==> src/rtl/program_memory_loader.sv <==
// Boot loader for the instruction RAM: holds the core in reset, packs a little-endian
// byte stream into words and writes them upward from TEXT_BASE, then hands the port back.
module program_memory_loader #(
    parameter int          MEMORY_DEPTH = 64,
    parameter int          DATA_WIDTH   = 32,
    parameter logic [31:0] TEXT_BASE    = 32'h0040_0000
) (
    input  logic                  clk,
    input  logic                  reset,
    input  logic                  Load_Start_i,
    input  logic [15:0]           Word_Count_i,
    input  logic [7:0]            Byte_i,
    input  logic                  Byte_Valid_i,
    output logic                  Byte_Ready_o,
    input  logic [31:0]           PC_i,
    output logic [31:0]           Mem_Address_o,
    output logic [DATA_WIDTH-1:0] Mem_Write_Data_o,
    output logic                  Mem_Write_Enable_o,
    output logic                  CPU_Reset_n_o,
    output logic                  Busy_o,
    output logic                  Load_Done_o,
    output logic                  Load_Error_o,
    output logic [15:0]           Words_Loaded_o
);

    localparam int          LANES   = DATA_WIDTH / 8;
    localparam int          WIDX_W  = (MEMORY_DEPTH > 1) ? $clog2(MEMORY_DEPTH) : 1;
    localparam logic [15:0] DEPTH16 = 16'(MEMORY_DEPTH);
    localparam logic [1:0]  LAST_BYTE = 2'(LANES - 1);

    typedef enum logic [1:0] {
        RUN,
        COLLECT,
        WRITE,
        DONE
    } state_t;

    state_t                state_reg, state_next;
    logic [15:0]           count_reg, count_next;
    logic [1:0]            byte_idx_reg, byte_idx_next;
    logic [WIDX_W-1:0]     word_idx_reg, word_idx_next;
    logic [DATA_WIDTH-1:0] data_reg, data_next;
    logic [15:0]           words_loaded_reg, words_loaded_next;
    logic                  error_reg, error_next;
    logic                  byte_accept;
    logic [31:0]           load_address;

    assign byte_accept = (state_reg == COLLECT) && Byte_Valid_i;

    // Each byte lane captures the incoming byte only when the byte index points at it.
    generate
        for (genvar gi = 0; gi < LANES; gi++) begin : g_lane
            assign data_next[8*gi +: 8] =
                (byte_accept && (byte_idx_reg == 2'(gi))) ? Byte_i : data_reg[8*gi +: 8];
        end
    endgenerate

    always_ff @(posedge clk or negedge reset) begin
        if (!reset) begin
            state_reg        <= RUN;
            count_reg        <= '0;
            byte_idx_reg     <= '0;
            word_idx_reg     <= '0;
            data_reg         <= '0;
            words_loaded_reg <= '0;
            error_reg        <= 1'b0;
        end else begin
            state_reg        <= state_next;
            count_reg        <= count_next;
            byte_idx_reg     <= byte_idx_next;
            word_idx_reg     <= word_idx_next;
            data_reg         <= data_next;
            words_loaded_reg <= words_loaded_next;
            error_reg        <= error_next;
        end
    end

    always_comb begin
        state_next        = state_reg;
        count_next        = count_reg;
        byte_idx_next     = byte_idx_reg;
        word_idx_next     = word_idx_reg;
        words_loaded_next = words_loaded_reg;
        error_next        = error_reg;

        case (state_reg)
            RUN: begin
                if (Load_Start_i) begin
                    if ((Word_Count_i == 16'd0) || (Word_Count_i > DEPTH16)) begin
                        error_next = 1'b1;
                    end else begin
                        count_next        = Word_Count_i;
                        error_next        = 1'b0;
                        words_loaded_next = '0;
                        byte_idx_next     = '0;
                        word_idx_next     = '0;
                        state_next        = COLLECT;
                    end
                end
            end
            COLLECT: begin
                if (byte_accept) begin
                    byte_idx_next = byte_idx_reg + 2'd1;
                    if (byte_idx_reg == LAST_BYTE) begin
                        state_next = WRITE;
                    end
                end
            end
            WRITE: begin
                word_idx_next     = word_idx_reg + 1'b1;
                words_loaded_next = words_loaded_reg + 16'd1;
                byte_idx_next     = '0;
                // Count is bounded by MEMORY_DEPTH, so the word index never wraps before this hits.
                if ((words_loaded_reg + 16'd1) == count_reg) begin
                    state_next = DONE;
                end else begin
                    state_next = COLLECT;
                end
            end
            DONE: begin
                state_next = RUN;
            end
            default: begin
                state_next = RUN;
            end
        endcase
    end

    assign load_address = TEXT_BASE + {{(30 - WIDX_W){1'b0}}, word_idx_reg, 2'b00};

    always_comb begin
        Byte_Ready_o       = (state_reg == COLLECT);
        Mem_Write_Enable_o = (state_reg == WRITE);
        CPU_Reset_n_o      = (state_reg == RUN);
        Busy_o             = (state_reg != RUN);
        Load_Done_o        = (state_reg == DONE);
        Mem_Address_o      = (state_reg == RUN) ? PC_i : load_address;
    end

    assign Mem_Write_Data_o = data_reg;
    assign Load_Error_o     = error_reg;
    assign Words_Loaded_o   = words_loaded_reg;

endmodule

==> config.mk <==
export PLATFORM = sky130hd
export DESIGN_NAME = program_memory_loader
export DESIGN_NICKNAME = d
export VERILOG_FILES = /design/src/rtl/program_memory_loader.sv
export SDC_FILE = /design/constraint.sdc
export NUM_CORES = 1
export LEC_CHECK = 0
export CORE_MARGIN = 2
export CORE_UTILIZATION = 35
export DETAILED_ROUTE_END_ITERATION = 7
export PLACE_DENSITY = 0.69
export SYNTH_ARGS = -nofsm -noshare
export SYNTH_HDL_FRONTEND = slang
export SYNTH_SLANG_ARGS = --single-unit
==> constraint.sdc <==
create_clock -name clk -period 2.3 [get_ports clk]
set_input_delay 0.345 -clock clk [delete_from_list [all_inputs] [get_ports clk]]
set_output_delay 0.345 -clock clk [all_outputs]
set_load 0.05 [all_outputs]
==> PnR_summary.wiki, run 1 <==
{| class="wikitable"
! Metric !! Value
|-
| Result of the run || completed
|-
| Combinational family with the most area after synthesis || simple AND/OR/NAND/NOR gates
|-
| Unique masters post-synth || 54
|-
| Path depth of the worst reg2reg path || 7
|-
| Cell chosen for the clock root || sky130_fd_sc_hd__clkbuf_16
|-
| Final setup violating endpoints || 0
|-
| Overall die area || 12500 sq um
|-
| Synthesized flop and latch total || 75
|-
| NumNets Final || between 600 and 700
|-
| Mapped Area || 4080 sq um
|-
| Count of synthesis-stage warnings from yosys || 0
|-
| Shortest period the worst path allows || around 2.2 ns
|-
| CTS buffer count || 9
|-
| Vias per std cell || just over 5
|-
| Number of flip-flops in the largest register || 32
|-
| Rows || 39
|-
| Placed standard-cell area || between 6000 and 7000 sq um
|-
| Max Clk Rate || around 450 MHz
|-
| Slew HR || 0.585
|-
| Clock latency on the worst-skew pair || around 0.33 ns
|-
| Final weighted congestion in routability-driven placement || around 0.86
|-
| Vertical die dimension || between 100 and 150 um
|-
| Count of final hold-check violations || 0
|-
| Worst Slack Setup Final || 0.0767 ns
|-
| Main flop type after synthesis || sky130_fd_sc_hd__dfrtp_1
|-
| Period utilization || 0.967
|-
| Leakage power || 2.91 nW
|-
| Wire length of the first global-routing pass || 18300 um
|-
| Area of the multi-input gates || about 2100 sq um
|-
| Most area-consuming cells after synthesis || sky130_fd_sc_hd__dfrtp_1 46%, sky130_fd_sc_hd__mux2_2 13%, sky130_fd_sc_hd__and2_1 5.4%, sky130_fd_sc_hd__ha_1 3.1%, sky130_fd_sc_hd__xnor2_1 2.8%
|-
| R2r startpoint || Words_Loaded_o[0]
|-
| Synth Area in Simple Gates || 0.183
|-
| Setup repair after global routing missed its margin || yes
|-
| Die span in x || about 110 um
|-
| H-tree lvl count || 3
|-
| Final Skew || around 0.0054 ns
|-
| Async S/R FF share, synth || 1.00
|-
| Proportion of netlist area held by the largest area contributor || 0.461
|-
| Post-route worst hold slack || just under 0.03 ns
|-
| Number of placed I/O pins || about 150
|-
| Maximum number of pins on one net before global-route repair || 47
|-
| Crit path required time || slightly below 2 ns
|-
| Total power divided by cell area || between 1000 and 1500 nW/um^2
|-
| Average wire per standard cell || about 17 um
|-
| Syn_nets || 443
|-
| Startpoint type of the worst setup path || register
|-
| Number of inserted filler cells in the final layout || about 1000
|-
| Register-to-register setup slack || around 0.17 ns
|-
| Core ar. || between 10000 and 15000 sq um
|-
| TritonCTS clock tree || yes
|-
| Synth Area in Adders || 0.0307
|-
| Combined global-route utilization of all metal layers || 0.185
|-
| Total power of the final layout || approximately 8.5 mW
|-
| Syn_area_per_cell || 10.9 sq um
|-
| Via count || between 3000 and 4000
|-
| Cell type with the largest total area after synthesis || sky130_fd_sc_hd__dfrtp_1
|-
| FF-to-FF End || state_reg[1]
|-
| Share of synthesized area spent on multiplexers || 0.137
|-
| Worst ir drop on vdd || between 0.7 and 0.8 mV
|-
| Pins Over Slew Limit || 0
|-
| Final design area excluding fillers || ~6500 sq um
|-
| Xor-xnor portion of the synthesized cell area || 0.0408
|-
| Growth of design area from synthesis to finish || 59.8%
|-
| Antenna violations before repair || 1
|-
| DRT iter0 DRCs || between 200 and 250
|-
| Area fraction in compound gates after synthesis || 0.113
|-
| Sink Count || 75
|-
| Sequential area share after synthesis || 0.461
|-
| Post-DP HPWL || ~8600 um
|-
| Vias in the first global route || about 3600
|-
| GRT overflow || 0
|-
| Worst min-delay path class || input port to async pin
|-
| Crit path kind || register to primary output
|-
| IO buf count || about 150
|-
| Worst Tran Pin Value || 0.623 ns
|-
| Residual DRC count || 0
|-
| Clk pin slew, worst setup/hold paths || 0.06 ns
|-
| Quantity of hold-fixing buffers added after cts || 0
|-
| DRT antenna net count || 0
|-
| Number of enable-type register cells in the synthesized netlist || 0
|-
| DRT Pass-1 Iters || 4
|-
| Sequential cell area || roughly 1900 sq um
|-
| Maximum number of buffers from clock root to sink || 2
|-
| Synthesized instance count || roughly 370
|-
| Worst-case setup slack after placement || -0.590 ns
|-
| Starting density of the core || 0.358
|-
| Fraction of layout instances using a drive strength above 1 || 0.299
|-
| Worst Setup End Kind || primary output
|-
| Maximum fanout encountered on the critical timing path || 21
|-
| Total Wirelength || roughly 11000 um
|-
| Arrival @ worst endpoint || between 1.5 and 2 ns
|-
| Max-cap violation count || 0
|}
## critical path, cell delays in order, from the launching register on
cell                      delay, ns
sky130_fd_sc_hd__dfrtp_1       0.43
sky130_fd_sc_hd__inv_1         0.13
sky130_fd_sc_hd__ha_2          0.21
sky130_fd_sc_hd__buf_8         0.19
sky130_fd_sc_hd__buf_6         0.18
sky130_fd_sc_hd__and2_1        0.24
sky130_fd_sc_hd__buf_12        0.16
## per-stage QoR
| stage | utilization | instances | TNS, ns |
|---|---|---|---|
| 2_1_floorplan | - | 373 | -0.0435 |
| 3_3_place_gp | 0.539 | 677 | -15.71 |
| 3_5_place_dp | 0.539 | 677 | -16.68 |
| 4_1_cts | 0.570 | 695 | 0 |
| 5_1_grt | 0.573 | 696 | -0.0192 |
| 6_report | 0.573 | 696 | 0 |
## layer usage
layer,up-vias,wire length (um),GRT usage
li1,1687,-,-
met1,1729,4990,0.237
met2,119,5660,0.301
met3,13,590,0.0381
met4,0,246,0.0856
met5,-,0,0
## synth_stat cells, types with 9 or more instances
cell type / instances
sky130_fd_sc_hd__clkbuf_1: 9
sky130_fd_sc_hd__o21ai_0: 14
sky130_fd_sc_hd__inv_1: 11
sky130_fd_sc_hd__mux2_2: 46
sky130_fd_sc_hd__nand3_1: 15
sky130_fd_sc_hd__and2_1: 35
sky130_fd_sc_hd__xnor2_1: 13
sky130_fd_sc_hd__nand2_1: 19
sky130_fd_sc_hd__dfrtp_1: 75
sky130_fd_sc_hd__ha_1: 10
sky130_fd_sc_hd__a21oi_1: 9
sky130_fd_sc_hd__nor2_1: 12
## cells in the final DEF (no fill, tap or decap), types with 9 or more instances in the layout
cell type	count
sky130_fd_sc_hd__inv_1	11
sky130_fd_sc_hd__clkbuf_16	9
sky130_fd_sc_hd__buf_4	37
sky130_fd_sc_hd__mux2_2	46
sky130_fd_sc_hd__and2_1	35
sky130_fd_sc_hd__buf_12	28
sky130_fd_sc_hd__a21oi_1	9
sky130_fd_sc_hd__dfrtp_2	12
sky130_fd_sc_hd__xnor2_1	13
sky130_fd_sc_hd__dfrtp_1	63
sky130_fd_sc_hd__nor2_1	12
sky130_fd_sc_hd__nand2_1	19
sky130_fd_sc_hd__o21ai_0	13
sky130_fd_sc_hd__clkdlybuf4s50_1	104
sky130_fd_sc_hd__nand3_1	14
## worst max path at each step
stage / start / cells after the start / to / slack [ns]
2_1_floorplan: Words_Loaded_o[0] / 7 / state_reg[1] / -0.04
3_3_place_gp: Word_Count_i[1] / 7 / state_reg[1] / -0.54
3_5_place_dp: Word_Count_i[1] / 7 / state_reg[1] / -0.59
4_1_cts: Word_Count_i[3] / 7 / state_reg[1] / 0.006
5_1_grt: Words_Loaded_o[0] / 7 / state_reg[1] / -0.02
6_report: state_reg[1] / 6 / Mem_Address_o[27] / 0.08
## layout make-up
cell class / instances / share of cell area
Antenna cell: 1 / 0.000384
Clock buffer: 11 / 0.0373
Clock inverter: 5 / 0.00807
Inverter: 11 / 0.00634
Multi-Input combinational cell: 271 / 0.324
Sequential cell: 75 / 0.291
Tap cell: 143 / 0.0275
Timing Repair Buffer: 179 / 0.306
## kinds of logic (layout without fill, tap and decap cells)
logic type | after synthesis | in the layout
other | 0 | 1
buffers and inverters | 28 | 206
adder cells (fa/ha/maj) | 10 | 10
multiplexers | 50 | 50
AND/OR/NAND/NOR | 127 | 127
XOR/XNOR | 19 | 19
AO/OA/AOI/OAI | 64 | 65
flip-flops | 75 | 75
## what timing repair did
action,CTS,global route
setup endpoints to repair,32,27
gates resized for setup,11,9
buffers inserted,1,0
pin swaps,4,3
cloned,1,0
## power by group
| part | switching [mW] | total, mW | leakage, nW | internal (mW) |
|---|---|---|---|---|
| clock | 0.533 | 1.40 | 0.145 | 0.864 |
| combinational | 3.13 | 5.20 | 1.80 | 2.08 |
| sequential | 0.262 | 1.94 | 0.967 | 1.68 |
No activity file was read; power rests on OpenSTA's default activity.
==> run 2, diff against run 1 <==
- CTS_CLUSTER_DIAMETER: unset -> 80
==> results of run 2 <==
The final DEF is identical to that of run 1; final timing and power are the same.
